File: config.mk
export PLATFORM = sky130hd
export DESIGN_NAME = control_sequencer_flat
export DESIGN_NICKNAME = d
export VERILOG_FILES = /design/src/rtl/control_sequencer_if.sv /design/src/rtl/control_sequencer.sv /design/src/flat_wrapper.sv
export SDC_FILE = /design/constraint.sdc
export NUM_CORES = 1
export LEC_CHECK = 0
export ABC_AREA = 0
export CAP_MARGIN = 20
export CORE_MARGIN = 3
export CORE_UTILIZATION = 50
export CTS_CLUSTER_DIAMETER = 200
export DETAILED_ROUTE_END_ITERATION = 16
export GPL_ROUTABILITY_DRIVEN = 0
export GPL_TIMING_DRIVEN = 1
export PLACE_DENSITY = 0.81
export SLEW_MARGIN = 40
export SYNTH_ARGS = -nofsm -noshare
export SYNTH_HDL_FRONTEND = slang
export SYNTH_SLANG_ARGS = --single-unit
File: constraint.sdc
create_clock -name Clock -period 2 [get_ports Clock]
set_clock_uncertainty 0.1 [all_clocks]
set_input_delay 0.4 -clock Clock [delete_from_list [all_inputs] [get_ports Clock]]
set_output_delay 0.4 -clock Clock [all_outputs]
set_load 0.02 [all_outputs]
File: src/rtl/control_sequencer_if.sv
// rtl/control_sequencer_if.sv - control bundle between the sequencer and the 32-bit datapath
interface control_sequencer_if #(
  parameter int OPW = 5
);
  // datapath status into the sequencer
  logic [OPW-1:0] Opcode;
  logic           MemReady;
  logic           Stop;

  // bus drive selects
  logic PCout, Zlowout, Zhighout, MDRout, Cout, BAout;
  // register loads
  logic MARin, PCin, MDRin, IRin, Yin, Zin, HIin, LOin;
  // register-select decode strobes
  logic Gra, Grb, Grc, Rin, Rout;
  // PC increment and memory strobes
  logic IncPC, Read, Write;
  logic [OPW-1:0] CONTROL;
  logic           Run;

  modport master (
    input  Opcode, MemReady, Stop,
    output PCout, Zlowout, Zhighout, MDRout, Cout, BAout,
    output MARin, PCin, MDRin, IRin, Yin, Zin, HIin, LOin,
    output Gra, Grb, Grc, Rin, Rout,
    output IncPC, Read, Write, CONTROL, Run
  );

  modport slave (
    output Opcode, MemReady, Stop,
    input  PCout, Zlowout, Zhighout, MDRout, Cout, BAout,
    input  MARin, PCin, MDRin, IRin, Yin, Zin, HIin, LOin,
    input  Gra, Grb, Grc, Rin, Rout,
    input  IncPC, Read, Write, CONTROL, Run
  );
endinterface

File: src/rtl/control_sequencer.sv
// rtl/control_sequencer.sv - hardwired Moore control sequencer for the bus-based 32-bit datapath
module control_sequencer #(
  parameter int             OPW    = 5,
  parameter logic [OPW-1:0] ADD_OP = 5'b00011
) (
  input  logic                Clock,
  input  logic                Clear,
  control_sequencer_if.master bus
);

  // Each instruction class gets its own T5..T8 states so later steps need no re-decode.
  localparam logic [4:0] S_RST  = 5'd0;
  localparam logic [4:0] S_T0   = 5'd1;
  localparam logic [4:0] S_T1   = 5'd2;
  localparam logic [4:0] S_T2   = 5'd3;
  localparam logic [4:0] S_T3   = 5'd4;
  localparam logic [4:0] S_T4   = 5'd5;
  localparam logic [4:0] S_HALT = 5'd6;
  localparam logic [4:0] S_ALU5 = 5'd7;
  localparam logic [4:0] S_ALU6 = 5'd8;
  localparam logic [4:0] S_MD5  = 5'd9;
  localparam logic [4:0] S_MD6  = 5'd10;
  localparam logic [4:0] S_MD7  = 5'd11;
  localparam logic [4:0] S_AI5  = 5'd12;
  localparam logic [4:0] S_AI6  = 5'd13;
  localparam logic [4:0] S_LD5  = 5'd14;
  localparam logic [4:0] S_LD6  = 5'd15;
  localparam logic [4:0] S_LD7  = 5'd16;
  localparam logic [4:0] S_LD8  = 5'd17;
  localparam logic [4:0] S_ST5  = 5'd18;
  localparam logic [4:0] S_ST6  = 5'd19;
  localparam logic [4:0] S_ST7  = 5'd20;
  localparam logic [4:0] S_ST8  = 5'd21;

  localparam logic [OPW-1:0] OP_LD   = 5'b00000;
  localparam logic [OPW-1:0] OP_ST   = 5'b00010;
  localparam logic [OPW-1:0] OP_ADD  = 5'b00011;
  localparam logic [OPW-1:0] OP_SUB  = 5'b00100;
  localparam logic [OPW-1:0] OP_AND  = 5'b00101;
  localparam logic [OPW-1:0] OP_OR   = 5'b00110;
  localparam logic [OPW-1:0] OP_ADDI = 5'b01100;
  localparam logic [OPW-1:0] OP_MUL  = 5'b01111;
  localparam logic [OPW-1:0] OP_DIV  = 5'b10000;
  localparam logic [OPW-1:0] OP_HALT = 5'b11011;

  logic [4:0]     state;
  logic [4:0]     nxt;
  logic [4:0]     boundary;
  logic [OPW-1:0] op_q;
  logic           op_alu, op_md, op_addi, op_ld, op_st, op_halt;

  // Opcode class decode; only consumed while in T4.
  always_comb begin
    op_alu  = (bus.Opcode == OP_ADD) || (bus.Opcode == OP_SUB) ||
              (bus.Opcode == OP_AND) || (bus.Opcode == OP_OR);
    op_md   = (bus.Opcode == OP_MUL) || (bus.Opcode == OP_DIV);
    op_addi = (bus.Opcode == OP_ADDI);
    op_ld   = (bus.Opcode == OP_LD);
    op_st   = (bus.Opcode == OP_ST);
    op_halt = (bus.Opcode == OP_HALT);
  end

  // Next-state logic; every instruction end goes through the Stop check.
  always_comb begin
    boundary = bus.Stop ? S_HALT : S_T0;
    nxt      = state;
    case (state)
      S_RST:  nxt = S_T0;
      S_T0:   nxt = S_T1;
      S_T1:   nxt = S_T2;
      S_T2:   nxt = bus.MemReady ? S_T3 : S_T2;
      S_T3:   nxt = S_T4;
      S_T4: begin
        if (op_alu)       nxt = S_ALU5;
        else if (op_md)   nxt = S_MD5;
        else if (op_addi) nxt = S_AI5;
        else if (op_ld)   nxt = S_LD5;
        else if (op_st)   nxt = S_ST5;
        else if (op_halt) nxt = S_HALT;
        else              nxt = boundary;
      end
      S_HALT: nxt = S_HALT;
      S_ALU5: nxt = S_ALU6;
      S_ALU6: nxt = boundary;
      S_MD5:  nxt = S_MD6;
      S_MD6:  nxt = S_MD7;
      S_MD7:  nxt = boundary;
      S_AI5:  nxt = S_AI6;
      S_AI6:  nxt = boundary;
      S_LD5:  nxt = S_LD6;
      S_LD6:  nxt = S_LD7;
      S_LD7:  nxt = bus.MemReady ? S_LD8 : S_LD7;
      S_LD8:  nxt = boundary;
      S_ST5:  nxt = S_ST6;
      S_ST6:  nxt = S_ST7;
      S_ST7:  nxt = S_ST8;
      S_ST8:  nxt = bus.MemReady ? boundary : S_ST8;
      default: nxt = S_RST;
    endcase
  end

  // State register plus the opcode captured on leaving T4 for the T5 ALU code.
  always_ff @(posedge Clock) begin
    if (Clear) begin
      state <= S_RST;
      op_q  <= '0;
    end else begin
      state <= nxt;
      if (state == S_T4) op_q <= bus.Opcode;
    end
  end

  // Moore output decode; T4 also looks at the IR opcode, which is stable throughout T4.
  always_comb begin
    bus.PCout = 1'b0; bus.Zlowout = 1'b0; bus.Zhighout = 1'b0;
    bus.MDRout = 1'b0; bus.Cout = 1'b0; bus.BAout = 1'b0;
    bus.MARin = 1'b0; bus.PCin = 1'b0; bus.MDRin = 1'b0; bus.IRin = 1'b0;
    bus.Yin = 1'b0; bus.Zin = 1'b0; bus.HIin = 1'b0; bus.LOin = 1'b0;
    bus.Gra = 1'b0; bus.Grb = 1'b0; bus.Grc = 1'b0; bus.Rin = 1'b0; bus.Rout = 1'b0;
    bus.IncPC = 1'b0; bus.Read = 1'b0; bus.Write = 1'b0;
    bus.CONTROL = '0;
    bus.Run = (state != S_RST) && (state != S_HALT);
    case (state)
      S_T0: begin
        bus.PCout = 1'b1; bus.MARin = 1'b1; bus.IncPC = 1'b1; bus.Zin = 1'b1;
      end
      S_T1: begin
        bus.Zlowout = 1'b1; bus.PCin = 1'b1;
      end
      S_T2: begin
        bus.Read = 1'b1; bus.MDRin = 1'b1;
      end
      S_T3: begin
        bus.MDRout = 1'b1; bus.IRin = 1'b1;
      end
      S_T4: begin
        if (op_alu || op_addi) begin
          bus.Grb = 1'b1; bus.Rout = 1'b1; bus.Yin = 1'b1;
        end else if (op_md) begin
          bus.Gra = 1'b1; bus.Rout = 1'b1; bus.Yin = 1'b1;
        end else if (op_ld || op_st) begin
          bus.Grb = 1'b1; bus.BAout = 1'b1; bus.Yin = 1'b1;
        end
      end
      S_ALU5: begin
        bus.Grc = 1'b1; bus.Rout = 1'b1; bus.Zin = 1'b1; bus.CONTROL = op_q;
      end
      S_ALU6, S_AI6: begin
        bus.Zlowout = 1'b1; bus.Gra = 1'b1; bus.Rin = 1'b1;
      end
      S_MD5: begin
        bus.Grb = 1'b1; bus.Rout = 1'b1; bus.Zin = 1'b1; bus.CONTROL = op_q;
      end
      S_MD6: begin
        bus.Zlowout = 1'b1; bus.LOin = 1'b1;
      end
      S_MD7: begin
        bus.Zhighout = 1'b1; bus.HIin = 1'b1;
      end
      S_AI5, S_LD5, S_ST5: begin
        bus.Cout = 1'b1; bus.Zin = 1'b1; bus.CONTROL = ADD_OP;
      end
      S_LD6, S_ST6: begin
        bus.Zlowout = 1'b1; bus.MARin = 1'b1;
      end
      S_LD7: begin
        bus.Read = 1'b1; bus.MDRin = 1'b1;
      end
      S_LD8: begin
        bus.MDRout = 1'b1; bus.Gra = 1'b1; bus.Rin = 1'b1;
      end
      S_ST7: begin
        bus.Gra = 1'b1; bus.Rout = 1'b1; bus.MDRin = 1'b1;
      end
      S_ST8: begin
        bus.Write = 1'b1;
      end
      default: ;
    endcase
  end

endmodule
File: src/flat_wrapper.sv
// flat-port wrapper written by rule: the top's interface ports become plain ports
module control_sequencer_flat 
#(
  parameter int             OPW    = 5,
  parameter logic [OPW-1:0] ADD_OP = 5'b00011
)
  (Clock, Clear, bus_Opcode, bus_MemReady, bus_Stop, bus_PCout, bus_Zlowout, bus_Zhighout, bus_MDRout, bus_Cout, bus_BAout, bus_MARin, bus_PCin, bus_MDRin, bus_IRin, bus_Yin, bus_Zin, bus_HIin, bus_LOin, bus_Gra, bus_Grb, bus_Grc, bus_Rin, bus_Rout, bus_IncPC, bus_Read, bus_Write, bus_CONTROL, bus_Run);
  control_sequencer_if #(.OPW(OPW)) bus_i ();
  input  logic Clock;
  input  logic Clear;
  input wire logic [$bits(bus_i.Opcode)-1:0] bus_Opcode;
  input wire logic [$bits(bus_i.MemReady)-1:0] bus_MemReady;
  input wire logic [$bits(bus_i.Stop)-1:0] bus_Stop;
  output wire logic [$bits(bus_i.PCout)-1:0] bus_PCout;
  output wire logic [$bits(bus_i.Zlowout)-1:0] bus_Zlowout;
  output wire logic [$bits(bus_i.Zhighout)-1:0] bus_Zhighout;
  output wire logic [$bits(bus_i.MDRout)-1:0] bus_MDRout;
  output wire logic [$bits(bus_i.Cout)-1:0] bus_Cout;
  output wire logic [$bits(bus_i.BAout)-1:0] bus_BAout;
  output wire logic [$bits(bus_i.MARin)-1:0] bus_MARin;
  output wire logic [$bits(bus_i.PCin)-1:0] bus_PCin;
  output wire logic [$bits(bus_i.MDRin)-1:0] bus_MDRin;
  output wire logic [$bits(bus_i.IRin)-1:0] bus_IRin;
  output wire logic [$bits(bus_i.Yin)-1:0] bus_Yin;
  output wire logic [$bits(bus_i.Zin)-1:0] bus_Zin;
  output wire logic [$bits(bus_i.HIin)-1:0] bus_HIin;
  output wire logic [$bits(bus_i.LOin)-1:0] bus_LOin;
  output wire logic [$bits(bus_i.Gra)-1:0] bus_Gra;
  output wire logic [$bits(bus_i.Grb)-1:0] bus_Grb;
  output wire logic [$bits(bus_i.Grc)-1:0] bus_Grc;
  output wire logic [$bits(bus_i.Rin)-1:0] bus_Rin;
  output wire logic [$bits(bus_i.Rout)-1:0] bus_Rout;
  output wire logic [$bits(bus_i.IncPC)-1:0] bus_IncPC;
  output wire logic [$bits(bus_i.Read)-1:0] bus_Read;
  output wire logic [$bits(bus_i.Write)-1:0] bus_Write;
  output wire logic [$bits(bus_i.CONTROL)-1:0] bus_CONTROL;
  output wire logic [$bits(bus_i.Run)-1:0] bus_Run;
  assign bus_i.Opcode = bus_Opcode;
  assign bus_i.MemReady = bus_MemReady;
  assign bus_i.Stop = bus_Stop;
  assign bus_PCout = bus_i.PCout;
  assign bus_Zlowout = bus_i.Zlowout;
  assign bus_Zhighout = bus_i.Zhighout;
  assign bus_MDRout = bus_i.MDRout;
  assign bus_Cout = bus_i.Cout;
  assign bus_BAout = bus_i.BAout;
  assign bus_MARin = bus_i.MARin;
  assign bus_PCin = bus_i.PCin;
  assign bus_MDRin = bus_i.MDRin;
  assign bus_IRin = bus_i.IRin;
  assign bus_Yin = bus_i.Yin;
  assign bus_Zin = bus_i.Zin;
  assign bus_HIin = bus_i.HIin;
  assign bus_LOin = bus_i.LOin;
  assign bus_Gra = bus_i.Gra;
  assign bus_Grb = bus_i.Grb;
  assign bus_Grc = bus_i.Grc;
  assign bus_Rin = bus_i.Rin;
  assign bus_Rout = bus_i.Rout;
  assign bus_IncPC = bus_i.IncPC;
  assign bus_Read = bus_i.Read;
  assign bus_Write = bus_i.Write;
  assign bus_CONTROL = bus_i.CONTROL;
  assign bus_Run = bus_i.Run;
  control_sequencer #(.OPW(OPW), .ADD_OP(ADD_OP)) u_core (.Clock(Clock), .Clear(Clear), .bus(bus_i));
endmodule
==> out/results.txt, run 1 <==
Synthesized cell area -> 0.00148 mm²
Starting Density -> 53.1%
Pre-CTS setup slack -> -0.927 ns
Synth warnings -> 0
Post-Syn Nets -> 222
Die Wd -> 60.4 µm
Tool Error -> [ERROR DPL-0038] Utilization greater than 100%, impossible to legalize
Share of synthesized flip-flops with an asynchronous set or reset -> 0%
Sequential share of the synthesized area -> 13.5%
Synth cell types -> 60
Largest cells by area after synthesis -> dfxtp_1 14%, nor2_1 6.9%, a21oi_1 4.7%
Die height -> 60.4 µm
Worst_ep kind -> primary output
Syn Inst Count -> 213
Post-synth EDFFs -> 0
Clk root buf -> clkbuf_4
Halt point of the flow -> global routing (5_1_grt)
Outcome -> did not finish
CTS buffer count -> 3
# IOs -> 37
Cell accounting for the most synthesized area -> dfxtp_1
Avg Cell Area, Syn -> 6.94 µm²
GRT worst endpoint -> bus_CONTROL[1]
Clock buffer depth -> 2
Leading cell type by number of instances after synthesis -> nor2_1
Flops & latches, synth -> 10
Top_reg_cell synth -> dfxtp_1
DP Area -> 0.00224 mm²
Placement Rows -> 19
CTS sink cnt -> 10
Port Buffer Count -> 36
Top cell type's share of synthesized area -> 13.5%
Most common library cells after synthesis -> 27 x nor2_1, 15 x nand2_1, 14 x a21oi_1, 12 x o21ai_0, 11 x buf_2
Dpl hpwl -> 4130 µm
Pin count of the biggest net entering global routing -> 18
H-tree Lvls -> 1
==> metrics by stage <==
step                      instances  hold slack [ns]  TNS [ns]
after CTS                       342            0.408    -0.625
after detailed placement        322            0.395     -9.63
after global placement          322            0.368     -8.75
after floorplan                 213            0.354   -0.0508
==> cell families after synthesis <==
family | share of synthesized area, %
AOI/OAI and AO/OA | 34.6
xor gates and xnor gates | 2.37
buffers and inverters | 13.6
DFF | 13.5
muxes | 2.71
and+or+nand+nor | 33.1
==> what timing repair did <==
item                       CTS
cloned                       1
pin swaps                   12
resized for setup          203
setup buffers               15
hold buffers                 0
setup endpoints to repair   29
==> inputs of run 2 (changes only) <==
--- a/config.mk
+++ b/config.mk
@@ -8,12 +8,11 @@
 export ABC_AREA = 0
 export CAP_MARGIN = 20
 export CORE_MARGIN = 3
-export CORE_UTILIZATION = 50
-export CTS_CLUSTER_DIAMETER = 200
+export CORE_UTILIZATION = 40
 export DETAILED_ROUTE_END_ITERATION = 16
 export GPL_ROUTABILITY_DRIVEN = 0
 export GPL_TIMING_DRIVEN = 1
-export PLACE_DENSITY = 0.81
+export PLACE_DENSITY_LB_ADDON = 0.15
 export SLEW_MARGIN = 40
 export SYNTH_ARGS = -nofsm -noshare
 export SYNTH_HDL_FRONTEND = slang
==> run 2 against run 1 <==
Compared with the run above:
- the flow now finishes, with violations (setup timing)
- area after synthesis unchanged
- synthesized cell count unchanged
==> out/results.txt, run 2 <==
CTS sink cnt -> 10
Failing checks -> setup timing
Port Buffer Count -> 36
Commonest non-fill, non-tap cells in the layout -> 77 x buf_4, 21 x buf_6, 19 x nor2_1, 12 x nand2_1, 11 x a21oi_1
Startpoint Class -> input pin
Top_reg_cell synth -> dfxtp_1
Die Wd -> 66.8 µm
Final Total Pwr -> 1130 µW
Post-route DRC violation count -> 0
Setup crit end kind -> output pin
Number of max-cap violations -> 0
Share of synthesized flip-flops with an asynchronous set or reset -> 0%
Most common library cells after synthesis -> 27 x nor2_1, 15 x nand2_1, 14 x a21oi_1, 12 x o21ai_0, 11 x buf_2
Area grow syn2layout -> 83.2%
Core Region -> 0.00344 mm²
CTS tree -> yes
Synth cell types -> 60
CP delay by family, top -> compound AO/OA/AOI/OAI gates
# IOs -> 37
Routed WL -> 6700 µm
Fillcell total -> 233
H-tree Lvls -> 1
CP Cell Sequence -> buf_6 > buf_6 > a21o_1 > o21ai_1 > a32oi_1 > o32a_1 > o41ai_4 > buf_4
Initial DRC count -> 206
Buffers and inverters on the worst path -> 3
CP Class -> in2out
Fin crit share -> 105%
Placement Rows -> 21
Proportion of layout cells with a drive suffix above 1 -> 56.6%
Clk root buf -> clkbuf_8
Final Max Slew Viols -> 0
Pin count of the biggest net entering global routing -> 16
CP peak stage delay -> 0.38 ns
Worst hold path type -> reg2reg
Total Routing Usage GR -> 24.9%
Vias in the first global route -> 1845
Avg Cell Area, Syn -> 6.94 µm²
VDD IR max -> 439 µV
CP arrival -> 1.60 ns
Leading cell type in the layout, fill and taps excluded -> buf_4
Rel. slew slack -> 69.2%
Final Setup Violations -> 9
CP max-delay cell -> o32a_1
DR WL/cell -> 18.9 µm
Post-synth EDFFs -> 0
DR pass1 iterations -> 4
Dpl hpwl -> 3890 µm
Grt total ovfl -> 0
Leading cell type by number of instances after synthesis -> nor2_1
Syn Inst Count -> 213
Actual slew at the worst max-slew pin -> 0.456 ns
CTS buffer count -> 3
Fin nets -> 319
Number of antenna diodes -> 0
Sequential share of the synthesized area -> 13.5%
Global-route wire length before repair -> 8650 µm
Cell repeated most along the worst path -> buf_6
Synthesized cell area -> 0.00148 mm²
Finished Cell Area -> 0.00271 mm²
PwrDens -> 417 mW/mm²
Starting Density -> 42.9%
Min cycle time layout -> 2.10 ns
Worst Path Max Fanout -> 5
Vias -> 2180
RSZ-0062 raised after global routing -> yes
Synth warnings -> 0
Clock buffer depth -> 2
Crit path required time -> 1.50 ns
Final Util -> 78.6%
Top cell type's share of synthesized area -> 13.5%
Final hold vios -> 0
Vias per inst -> 6.14
Die height -> 66.8 µm
Largest cells by area after synthesis -> dfxtp_1 14%, nor2_1 6.9%, a21oi_1 4.7%
Top flop regs -> u_core.op_q (5), u_core.state (5)
Antenna violations before repair -> 0
Post-route setup slack -> -0.0975 ns
Max Fclk -> 477 MHz
DIE AREA -> 0.00446 mm²
Clock latency on the worst-skew pair -> 0.24 ns
Leakage dissipation -> 0.00117 µW
Post-DRT Antenna Nets -> 0
Cell accounting for the most synthesized area -> dfxtp_1
Clock-pin slew on the worst setup and hold paths -> 0.05 ns
DP Area -> 0.00225 mm²
Outcome -> finished, violations left
Setup TNS -> -0.468 ns
Post-Syn Nets -> 222
Flops & latches, synth -> 10
Pre-CTS setup slack -> -0.959 ns
## run 2: final cells by class
type	count	area [µm²]	area share, %
tap	46	57.6	2.13
clock buffer	4	55.1	2.03
inverter	8	32.5	1.20
multi-input combinational	169	1350	49.9
sequential	10	216	8.00
timing repair buffer	118	993	36.7
## run 2: repair_timing
action,in CTS,in global routing
setup endpoints to repair,32,27
gates resized for setup,181,74
hold buffers,0,0
buffers inserted,7,9
pin swaps,16,16
## run 2: path summary, 6_finish.rpt
| check | to | cells past startpoint | start | slack, ns |
|---|---|---|---|---|
| worst max-delay path | bus_Rout | 8 | bus_Opcode[3] | -0.1 |
| worst min-delay path | u_core.op_q[2] | 2 | u_core.op_q[2] | 0.40 |
| worst max register to register | u_core.state[2] | 8 | u_core.state[3] | 0.04 |
| worst min register to register | u_core.op_q[2] | 2 | u_core.op_q[2] | 0.40 |
## run 2: per-stage QoR
stage	hold WS, ns	cells
after floorplan	0.354	213
after global placement	0.379	336
after detailed placement	0.384	336
after CTS	0.394	347
after global routing	0.431	355
final	0.396	355
## run 2: worst register-to-register path, stage by stage, from the launching register on
cell,delay (ns)
dfxtp_4,0.36
and2b_4,0.30
nand3_4,0.09
buf_6,0.13
buf_4,0.13
buf_4,0.17
nor4bb_2,0.34
buf_4,0.17
o31a_1,0.10
## run 2: cells by family after synthesis
logic type      Yosys count  share of synthesized area [%]
mux                       4                           2.71
flops                    10                           13.5
compound gates           74                           34.6
xor+xnor                  4                           2.37
simple gates             87                           33.1
buf+inv                  34                           13.6
## run 2: metal layers
layer	up-vias	track usage [%]	wire length [µm]
li1	984	-	-
met1	1034	33.3	2720
met2	128	40.5	3170
met3	34	2.36	536
met4	0	10.7	276
met5	-	0	0
## run 2: power by group
part / switching [µW] / internal (µW) / total (µW)
Combinational: 341 / 306 / 647
Sequential: 18.1 / 208 / 226
Clock: 83.6 / 173 / 257
Total: 442 / 687 / 1130
(Power assumes the default switching activity.)
